<file path="src/rtl/stack_access_arbiter_if.sv">
// Requester-side and stack-side signals of the stack access arbiter.
// req[i]/ack[i] form a valid/ready pair: a transfer completes on the clk edge where
// req[i] & ack[i]; op/wdata stay stable while req[i] is high, and ack never goes to an idle requester.
interface stack_access_arbiter_if #(
  parameter int DATA_W = 8
);
  logic [1:0]        req;
  logic [1:0]        op;
  logic [DATA_W-1:0] wdata0;
  logic [DATA_W-1:0] wdata1;
  logic [1:0]        ack;
  logic              err;
  logic [DATA_W-1:0] rdata;
  logic              stk_push;
  logic              stk_pop;
  logic [DATA_W-1:0] stk_wdata;
  logic              stk_done;
  logic [DATA_W-1:0] stk_rdata;

  modport master (
    output req, op, wdata0, wdata1, stk_done, stk_rdata,
    input  ack, err, rdata, stk_push, stk_pop, stk_wdata
  );

  modport slave (
    input  req, op, wdata0, wdata1, stk_done, stk_rdata,
    output ack, err, rdata, stk_push, stk_pop, stk_wdata
  );
endinterface

</file>
<file path="src/rtl/stack_access_arbiter.sv">
// Round-robin arbiter sharing one LIFO stack datapath between two requesters,
// with occupancy tracking, overflow/underflow rejection and a completion timeout.
module stack_access_arbiter #(
  parameter int DATA_W  = 8,
  parameter int DEPTH   = 16,
  parameter int TIMEOUT = 15,
  parameter int CNT_W   = $clog2(DEPTH + 1)
) (
  input  logic                 clk,
  input  logic                 rst,
  stack_access_arbiter_if.slave bus,
  output logic [CNT_W-1:0]     count,
  output logic                 full,
  output logic                 empty,
  output logic                 busy,
  output logic [1:0]           state_dbg
);

  localparam int TMO_W = $clog2(TIMEOUT + 1);

  typedef enum logic [1:0] {
    IDLE  = 2'd0,
    ISSUE = 2'd1,
    WAIT  = 2'd2,
    RESP  = 2'd3
  } state_t;

  state_t            state;
  logic              winner;
  logic              op_l;
  logic              rr;
  logic [TMO_W-1:0]  tmo_cnt;
  logic [1:0]        ack_r;
  logic              err_r;
  logic [DATA_W-1:0] rdata_r;
  logic              push_r;
  logic              pop_r;
  logic [DATA_W-1:0] stk_wdata_r;

  logic              pick;
  logic              pick_op;
  logic [DATA_W-1:0] pick_wdata;
  logic              reject;

  // The rr pointer names the preferred requester; fall back to the other one.
  always_comb begin
    pick       = rr;
    if (!bus.req[rr]) pick = ~rr;
    pick_op    = bus.op[pick];
    pick_wdata = pick ? bus.wdata1 : bus.wdata0;
    reject     = (pick_op && full) || (!pick_op && empty);
  end

  always_ff @(posedge clk) begin
    if (rst) begin
      state       <= IDLE;
      winner      <= 1'b0;
      op_l        <= 1'b0;
      rr          <= 1'b0;
      tmo_cnt     <= '0;
      count       <= '0;
      ack_r       <= 2'b00;
      err_r       <= 1'b0;
      rdata_r     <= '0;
      push_r      <= 1'b0;
      pop_r       <= 1'b0;
      stk_wdata_r <= '0;
    end else begin
      push_r      <= 1'b0;
      pop_r       <= 1'b0;
      stk_wdata_r <= '0;
      case (state)
        IDLE: begin
          if (|bus.req) begin
            winner <= pick;
            op_l   <= pick_op;
            if (reject) begin
              state   <= RESP;
              ack_r   <= pick ? 2'b10 : 2'b01;
              err_r   <= 1'b1;
              rdata_r <= '0;
            end else begin
              state       <= ISSUE;
              push_r      <= pick_op;
              pop_r       <= ~pick_op;
              stk_wdata_r <= pick_op ? pick_wdata : '0;
            end
          end
        end
        ISSUE: begin
          state   <= WAIT;
          tmo_cnt <= '0;
        end
        WAIT: begin
          if (bus.stk_done) begin
            state   <= RESP;
            ack_r   <= winner ? 2'b10 : 2'b01;
            err_r   <= 1'b0;
            rdata_r <= op_l ? '0 : bus.stk_rdata;
            if (op_l && !full) count <= count + CNT_W'(1);
            else if (!op_l && !empty) count <= count - CNT_W'(1);
          end else if (tmo_cnt == TMO_W'(TIMEOUT - 1)) begin
            // Abort without touching the occupancy: the stack never confirmed.
            state   <= RESP;
            tmo_cnt <= tmo_cnt + TMO_W'(1);
            ack_r   <= winner ? 2'b10 : 2'b01;
            err_r   <= 1'b1;
            rdata_r <= '0;
          end else begin
            tmo_cnt <= tmo_cnt + TMO_W'(1);
          end
        end
        RESP: begin
          state   <= IDLE;
          rr      <= ~winner;
          ack_r   <= 2'b00;
          err_r   <= 1'b0;
          rdata_r <= '0;
        end
        default: state <= IDLE;
      endcase
    end
  end

  assign bus.ack       = ack_r;
  assign bus.err       = err_r;
  assign bus.rdata     = rdata_r;
  assign bus.stk_push  = push_r;
  assign bus.stk_pop   = pop_r;
  assign bus.stk_wdata = stk_wdata_r;

  assign full      = (count == CNT_W'(DEPTH));
  assign empty     = (count == '0);
  assign busy      = (state != IDLE);
  assign state_dbg = state;

endmodule

</file>
<file path="src/flat_wrapper.sv">
// flat-port wrapper written by rule: the top's interface ports become plain ports
module stack_access_arbiter_flat 
#(
  parameter int DATA_W  = 8,
  parameter int DEPTH   = 16,
  parameter int TIMEOUT = 15,
  parameter int CNT_W   = $clog2(DEPTH + 1)
)
  (clk, rst, count, full, empty, busy, state_dbg, bus_req, bus_op, bus_wdata0, bus_wdata1, bus_stk_done, bus_stk_rdata, bus_ack, bus_err, bus_rdata, bus_stk_push, bus_stk_pop, bus_stk_wdata);
  stack_access_arbiter_if #(.DATA_W(DATA_W)) bus_i ();
  input  logic clk;
  input  logic rst;
  output logic [CNT_W-1:0] count;
  output logic full;
  output logic empty;
  output logic busy;
  output logic [1:0] state_dbg;
  input wire logic [$bits(bus_i.req)-1:0] bus_req;
  input wire logic [$bits(bus_i.op)-1:0] bus_op;
  input wire logic [$bits(bus_i.wdata0)-1:0] bus_wdata0;
  input wire logic [$bits(bus_i.wdata1)-1:0] bus_wdata1;
  input wire logic [$bits(bus_i.stk_done)-1:0] bus_stk_done;
  input wire logic [$bits(bus_i.stk_rdata)-1:0] bus_stk_rdata;
  output wire logic [$bits(bus_i.ack)-1:0] bus_ack;
  output wire logic [$bits(bus_i.err)-1:0] bus_err;
  output wire logic [$bits(bus_i.rdata)-1:0] bus_rdata;
  output wire logic [$bits(bus_i.stk_push)-1:0] bus_stk_push;
  output wire logic [$bits(bus_i.stk_pop)-1:0] bus_stk_pop;
  output wire logic [$bits(bus_i.stk_wdata)-1:0] bus_stk_wdata;
  assign bus_i.req = bus_req;
  assign bus_i.op = bus_op;
  assign bus_i.wdata0 = bus_wdata0;
  assign bus_i.wdata1 = bus_wdata1;
  assign bus_i.stk_done = bus_stk_done;
  assign bus_i.stk_rdata = bus_stk_rdata;
  assign bus_ack = bus_i.ack;
  assign bus_err = bus_i.err;
  assign bus_rdata = bus_i.rdata;
  assign bus_stk_push = bus_i.stk_push;
  assign bus_stk_pop = bus_i.stk_pop;
  assign bus_stk_wdata = bus_i.stk_wdata;
  stack_access_arbiter #(.DATA_W(DATA_W), .DEPTH(DEPTH), .TIMEOUT(TIMEOUT), .CNT_W(CNT_W)) u_core (.clk(clk), .rst(rst), .bus(bus_i), .count(count), .full(full), .empty(empty), .busy(busy), .state_dbg(state_dbg));
endmodule
</file>
<file path="config.mk">
export PLATFORM = sky130hd
export DESIGN_NAME = stack_access_arbiter_flat
export DESIGN_NICKNAME = d
export VERILOG_FILES = /design/src/rtl/stack_access_arbiter_if.sv /design/src/rtl/stack_access_arbiter.sv /design/src/flat_wrapper.sv
export SDC_FILE = /design/constraint.sdc
export NUM_CORES = 1
export LEC_CHECK = 0
export CAP_MARGIN = 20
export CORE_UTILIZATION = 35
export CTS_BUF_LIST = sky130_fd_sc_hd__clkbuf_4 sky130_fd_sc_hd__clkbuf_8
export CTS_CLUSTER_DIAMETER = 100
export DETAILED_ROUTE_END_ITERATION = 8
export HOLD_SLACK_MARGIN = 0.03
export PLACE_DENSITY = 0.7
export SYNTH_ARGS = -nofsm -noshare
export SYNTH_HDL_FRONTEND = slang
export SYNTH_SLANG_ARGS = --single-unit
</file>
<file path="constraint.sdc">
create_clock -name clk -period 2.3 [get_ports clk]
set_input_delay 0.46 -clock clk [delete_from_list [all_inputs] [get_ports clk]]
set_output_delay 0.46 -clock clk [all_outputs]
set_load 0.02 [all_outputs]
</file>
==> impl_metrics.py, run 1 <==
metrics = {
    "synthesis": {
        "synth_area_per_cell_um2": 8.93,
        "synth.cell_area_mm2": 0.00180,
        "synthCells": 201,
        "ys_seq_area_share_pct": 39.0,
        "synth_mux_area_share_pct": 10.7,
        "yosysWarnings": 0,
        "synth_top_family_by_area": "simple AND/OR/NAND/NOR gates",
        "ys.flop_type": "dfxtp_1",
        "synthXorXnorAreaFrac_pct": 0.976,
        "synth_cell_type_count": 44,
        "synth_seq_cells": 35,
        "synth-simple-area-share_pct": 22.9,
        "synth-compound-area-share_pct": 14.3,
        "ys_async_sr_fraction_pct": 0,
        "synth_fa_ha_area_share_pct": 8.08,
        "synth_nets": 243,
        "synth_edf_count": 0,
    },
    "cells_and_area": {
        "fin_util_pct": 58.2,
        "multi_input_area_mm2": 0.00105,
        "nFillCells": 462,
        "antenna_cells": 0,
        "final-seq-area_um2": 703,
        "finalNonFillerCells": 362,
        "nNetsFinal": 336,
        "final_layout_size_suffix_gt1_share_pct": 18.3,
        "area_growth_pct": 56.2,
    },
    "die": {
        "io-pin-count": 62,
        "start_util_pct": 37.3,
        "die_h_um": 73.6,
        "dieArea_mm2": 0.00542,
        "floorplan.rows": 25,
        "core_area_mm2": 0.00482,
        "dieWidth_um": 73.6,
    },
    "sta": {
        "grt_setup_unrepaired": "true",
        "finalCriticalPeriod_ns": 2.35,
        "finClkSkew_ns": 0.00433,
        "finalHoldViolations": 0,
        "worst_pin_slew_ns": 0.580,
        "setup_viol": 1,
        "max_freq_mhz": 425,
        "final.setup.tns_ns": -0.0510,
        "finalCritPeriodShare_pct": 102,
        "drv_slew": 0,
        "fin_ws_ns": -0.0510,
        "slew-limit-headroom_pct": 61.2,
    },
    "global_routing": {
        "grt_pass1_vias": 1641,
        "antenna_found_initial": 0,
        "grt_start_max_net_pins": 21,
        "grt.total_usage_pct": 17.3,
        "grt_pass1_wl_um": 7250,
        "grt.overflow.total": 0,
    },
    "clocking": {
        "post-cts-setup-buffers": 0,
        "cts_buffers": 5,
        "cts.reportedPaths.clkPinSlew_ns": 0.07,
        "cts_root_buf": "clkbuf_8",
        "cts.sinks": 35,
        "worstSkewPairLatency_ns": 0.29,
        "h-tree-depth": 2,
        "cts_buffer_depth": 2,
        "cts_tree": "done",
    },
    "critical_path": {
        "worstPathMaxFanout": 3,
        "worstSetupEndpointType": "flip-flop",
        "r2r_cells": 9,
        "critPathKind": "reg2reg",
        "crit_path_start_kind": "flip-flop",
        "slowest_stage": "or4_4",
        "ff2ff_setup_slack_ns": -0.05,
        "setup.worst_path.start": "u_core.count[2]$_SDFFE_PP0P_",
        "r2r-start": "u_core.count[2]$_SDFFE_PP0P_",
        "worstPathArrival_ns": 2.53,
        "cp.buffers_inverters": 1,
        "cp_slowest_stage_delay_ns": 0.55,
        "critPathTopFamily": "simple AND/OR/NAND/NOR gates",
        "crit_path_cell_trace": "or4_4 -> o21ai_4 -> inv_2 -> fa_2 -> nor2b_1 -> o21a_1 -> nor3_1 -> o21ai_1 -> mux2_1",
        "r2r-end": "u_core.count[4]$_SDFFE_PP0P_",
        "required_ns": 2.48,
    },
    "drt": {
        "dr.first_iter.drc_count": 52,
        "wl_um": 4390,
        "drt-wirelength-per-cell_um": 12.1,
        "dr.pass1.iters": 4,
        "vias": 1715,
        "antenna_left": 0,
        "viasPerCell": 4.74,
        "drcViolationCount": 0,
    },
    "power_and_ir_drop": {
        "seq_power_share_pct": 30.3,
        "clock_power_share_pct": 18.3,
        "swShare_pct": 37.7,
        "cellLeakagePower_nw": 1.14,
        "combPwrFrac_pct": 51.4,
        "ir_worst_vdd_mv": 0.424,
        "switching_power_w": 0.000937,
        "p_per_area_mw_per_mm2": 887,
        "internal_power_w": 0.00155,
    },
    "status": {
        "status": "finished, violations left",
        "violations": "setup timing",
    },
    "hold_path": {
        "min_to": "u_core.bus.rdata[0]$_SDFFE_PP0P_",
        "hold_path.class": "reg2reg",
        "min_from": "u_core.bus.rdata[0]$_SDFFE_PP0P_",
        "min_delay_path_depth": 2,
    },
    "placed_design": {
        "port_buffers": 61,
        "dp.cells": 354,
        "gp_congestion": 0.797,
        "hpwl_um": 3440,
    },
    "run": {
        "cap_violations": 0,
    },
}
-- tightest hold or removal path: cells and delay by family, from the launching register on --
family,cells,cell delay (ns)
simple gates,1,0.06
flops,1,0.31
mux,1,0.06
-- synth_stat cells, drive strengths merged (3+ instances only) --
cell type,n,area [um^2]
buf,3,20.0
o21ai,5,28.8
nor3,6,40.0
a211oi,3,22.5
inv,12,45.0
a311oi,5,43.8
nand3,4,25.0
dfxtp,35,701
a21oi,11,55.1
nand2b,11,68.8
mux2i,18,180
nand2,22,82.6
nor2,26,97.6
nor4,3,18.8
ha,10,125
-- registers in the layout, indices dropped and copies added, names as in the netlist --
register              count
u_core.bus.stk_push       1
u_core.bus.stk_pop        1
u_core.state_dbg          2
u_core.winner             1
u_core.bus.ack            2
u_core.tmo_cnt            4
u_core.bus.stk_wdata      8
u_core.op_l               1
u_core.bus.rdata          8
u_core.rr                 1
u_core.bus.err            1
u_core.count              5
-- cell usage in the layout (no fill, tap or decap), drive strengths merged, types with 3 or more instances in the layout --
master and n:
clkdlybuf4s50 58, nor4 3, inv 12, nand2b 11
buf 30, ha 10, o21ai 5, a21oi 11
mux2i 18, dfxtp 35, nand2 22, a311oi 5
nand3 4, a211oi 3, nor2 26, nor3 6
clkbuf 7
-- layout make-up --
class | instances | area share (%)
inverter | 12 | 1.61
timing repair buffer | 91 | 29.7
sequential | 35 | 25.1
clock buffer | 6 | 2.72
clock inverter | 2 | 0.446
multi-input combinational | 149 | 37.5
tap | 67 | 2.99
-- layer usage --
layer  track usage (%)  routed length, um  vias to the layer above
met2              29.2               2160                       46
met3              6.45                294                        4
li1                  -                  -                      882
met4              2.99                 19                        0
met5                 0                  0                        -
met1              21.4               1910                      783
-- per-stage QoR --
stage	hold WS, ns	cell area (um^2)	setup WS [ns]	power, W
after floorplan	0.447	1810	-0.127	0.00154
after global placement	0.463	2700	-0.302	0.00202
after detailed placement	0.468	2700	-0.369	0.00204
after CTS	0.480	2790	-0.0585	0.00251
after global routing	0.508	2800	-0.160	0.00265
final	0.476	2800	-0.0510	0.00249
-- logic make-up (layout without fill, tap and decap cells) --
| logic type | count (synthesis) | count (layout) |
|---|---|---|
| AO/OA/AOI/OAI | 35 | 35 |
| XOR/XNOR | 2 | 2 |
| adder cells (fa/ha/maj) | 11 | 11 |
| buffers and inverters | 17 | 111 |
| flip-flops | 35 | 35 |
| multiplexers | 19 | 19 |
| AND/OR/NAND/NOR | 82 | 82 |
-- power by group through the flow --
| stage | registers [W] | logic (W) | clock network, W |
|---|---|---|---|
| 2_1_floorplan | 0.000860 | 0.000679 | 0 |
| 3_3_place_gp | 0.000767 | 0.00125 | 0 |
| 3_5_place_dp | 0.000770 | 0.00127 | 0 |
| 4_1_cts | 0.000755 | 0.00128 | 0.000471 |
| 5_1_grt | 0.000768 | 0.00139 | 0.000497 |
| 6_report | 0.000754 | 0.00128 | 0.000455 |
-- timing repair --
action	in CTS	in global routing
hold buffers	0	0
gates resized for setup	4	3
pin swaps	1	0
setup endpoints to repair	12	5
-- how the worst max path moves through the flow --
stage	depth (start not counted)	end
detailed placement	6	u_core.bus.rdata[4]$_SDFFE_PP0P_
CTS	8	u_core.count[4]$_SDFFE_PP0P_
floorplan	8	u_core.count[4]$_SDFFE_PP0P_
global placement	6	u_core.bus.rdata[6]$_SDFFE_PP0P_
global route	9	u_core.count[4]$_SDFFE_PP0P_
finish	9	u_core.count[4]$_SDFFE_PP0P_
Note: power is estimated with default switching activity, not from simulation.
==> inputs of run 2 (changes only) <==
--- a/config.mk
+++ b/config.mk
@@ -6,6 +6,7 @@
 export NUM_CORES = 1
 export LEC_CHECK = 0
 export CAP_MARGIN = 20
+export CORE_ASPECT_RATIO = 0.7
 export CORE_UTILIZATION = 35
 export CTS_BUF_LIST = sky130_fd_sc_hd__clkbuf_4 sky130_fd_sc_hd__clkbuf_8
 export CTS_CLUSTER_DIAMETER = 100
==> impl_metrics.py, run 2 (synthesis gave the netlist of run 1 again) <==
metrics = {
    "global_routing": {
        "antenna_found_initial": 0,
        "grt.total_usage_pct": 17.2,
        "grt.overflow.total": 0,
        "grt_pass1_vias": 1502,
        "grt_pass1_wl_um": 7110,
        "grt_start_max_net_pins": 17,
    },
    "drt": {
        "dr.pass1.iters": 4,
        "drcViolationCount": 0,
        "drt-wirelength-per-cell_um": 12.4,
        "viasPerCell": 4.67,
        "wl_um": 4500,
        "dr.first_iter.drc_count": 48,
        "vias": 1694,
        "antenna_left": 0,
    },
    "hold_path": {
        "min_from": "u_core.bus.rdata[6]$_SDFFE_PP0P_",
        "hold_path.class": "reg2reg",
    },
    "critical_path": {
        "r2r-start": "u_core.count[2]$_SDFFE_PP0P_",
        "cpMostUsedCell": "o21a_1",
        "slowest_stage": "or4_4",
        "ff2ff_setup_slack_ns": -0.04,
        "required_ns": 2.47,
        "worstPathArrival_ns": 2.51,
        "cp_slowest_stage_delay_ns": 0.54,
        "crit_path_start_kind": "flip-flop",
        "critPathKind": "reg2reg",
        "crit_path_cell_trace": "or4_4 -> o21ai_4 -> ha_1 -> nor2b_2 -> o21a_1 -> o21a_1 -> o21ai_2 -> mux2_1",
        "worstSetupEndpointType": "flip-flop",
        "worstPathMaxFanout": 3,
        "setup.worst_path.start": "u_core.count[2]$_SDFFE_PP0P_",
    },
    "clocking": {
        "holdBufCountCts": 0,
        "cts_root_buf": "clkbuf_8",
        "cts_buffer_depth": 2,
        "cts.reportedPaths.clkPinSlew_ns": 0.07,
        "worstSkewPairLatency_ns": 0.28,
        "cts_tree": "done",
        "cts.sinks": 35,
        "h-tree-depth": 2,
        "cts_buffers": 5,
        "post-cts-setup-buffers": 0,
    },
    "die": {
        "floorplan.rows": 21,
        "dieWidth_um": 87.6,
        "io-pin-count": 62,
        "core_area_mm2": 0.00486,
        "die_h_um": 61.9,
        "start_util_pct": 36.9,
        "dieArea_mm2": 0.00542,
    },
    "sta": {
        "setup_viol": 1,
        "grt_setup_unrepaired": "true",
        "finalHoldViolations": 0,
        "fin_ws_ns": -0.0415,
        "finClkSkew_ns": 0.00667,
        "slew-limit-headroom_pct": 61.5,
        "finalCritPeriodShare_pct": 102,
        "whs_ns": 0.474,
        "worst_pin_slew_ns": 0.575,
        "finalCriticalPeriod_ns": 2.34,
        "drv_slew": 0,
        "max_freq_mhz": 427,
    },
    "cells_and_area": {
        "final_layout_size_suffix_gt1_share_pct": 18.7,
        "final_cell_mix": "clkdlybuf4s50_1 (58), dfxtp_1 (33), buf_4 (29)",
        "multi_input_area_mm2": 0.00104,
        "area_growth_pct": 55.5,
        "nFillCells": 450,
        "nNetsFinal": 335,
        "final_common_cell": "clkdlybuf4s50_1",
        "antenna_cells": 0,
        "final-seq-area_um2": 703,
    },
    "power_and_ir_drop": {
        "swShare_pct": 37.1,
        "ir_worst_vdd_mv": 0.414,
        "seq_power_share_pct": 30.2,
        "combPwrFrac_pct": 51.7,
        "internal_power_w": 0.00156,
        "cellLeakagePower_nw": 1.15,
        "p_per_area_mw_per_mm2": 888,
        "switching_power_w": 0.000920,
        "clock_power_share_pct": 18.1,
    },
    "placed_design": {
        "port_buffers": 61,
        "gp_congestion": 0.839,
        "hpwl_um": 3510,
        "place_ws_ns": -0.332,
    },
    "status": {
        "status": "finished, violations left",
        "violations": "setup timing",
    },
    "run": {
        "cap_violations": 0,
    },
}
run 2: worst paths after layout:
kind,end,depth (start not counted)
min,u_core.bus.rdata[6]$_SDFFE_PP0P_,2
min reg2reg,u_core.bus.rdata[6]$_SDFFE_PP0P_,2
max reg2reg,u_core.count[4]$_SDFFE_PP0P_,8
max,u_core.count[4]$_SDFFE_PP0P_,8
run 2: worst max-delay path: cells and delay by family, from the launching register on:
family          cells  cell delay, ns
simple gates        2            0.70
compound gates      4            0.62
flops               1            0.32
mux                 1            0.32
fa+ha+maj           1            0.26
run 2: layout make-up:
class	instances	area share (%)
Clock buffer	7	3.00
Clock inverter	1	0.179
Inverter	12	1.61
Multi-Input combinational cell	149	37.4
Sequential cell	35	25.2
Tap cell	69	3.09
Timing Repair Buffer	90	29.5
run 2: power by group through the flow:
| stage | sequential (W) | clock [W] | combinational, W |
|---|---|---|---|
| after global placement | 0.000760 | 0 | 0.00125 |
| after CTS | 0.000749 | 0.000461 | 0.00129 |
| after global routing | 0.000760 | 0.000486 | 0.00139 |
| final | 0.000749 | 0.000449 | 0.00128 |
| after detailed placement | 0.000763 | 0 | 0.00127 |
| after floorplan | 0.000860 | 0 | 0.000679 |
run 2: timing repair:
action / CTS / global route
endpoints found under the setup margin: 12 / 3
pin swaps: 1 / 0
resized for setup: 3 / 5
run 2: through the flow:
stage	instances	power (W)	cell area [um^2]	setup TNS (ns)	util, %
2_1_floorplan	201	0.00154	1810	-0.127	-
3_3_place_gp	355	0.00201	2700	-2.84	55.4
3_5_place_dp	355	0.00203	2700	-3.24	55.4
4_1_cts	363	0.00250	2790	-0.0736	57.3
5_1_grt	363	0.00264	2790	-0.110	57.5
6_report	363	0.00248	2790	-0.0415	57.5
run 2: per-layer routing:
layer  GRT usage (%)  share of wire, %  vias to the layer above
met5               0                 0                        -
met4            4.22              0.60                        0
met3            5.15               5.9                        4
met2            24.2                41                       53
met1            25.4                53                      752
li1                -                 -                      885
==> inputs of run 3 (changes only) <==
--- a/config.mk
+++ b/config.mk
@@ -6,7 +6,6 @@
 export NUM_CORES = 1
 export LEC_CHECK = 0
 export CAP_MARGIN = 20
-export CORE_ASPECT_RATIO = 0.7
 export CORE_UTILIZATION = 35
 export CTS_BUF_LIST = sky130_fd_sc_hd__clkbuf_4 sky130_fd_sc_hd__clkbuf_8
 export CTS_CLUSTER_DIAMETER = 100
==> results of run 3 <==
No change in the layout: final DEF, timing and power equal those of run 1.
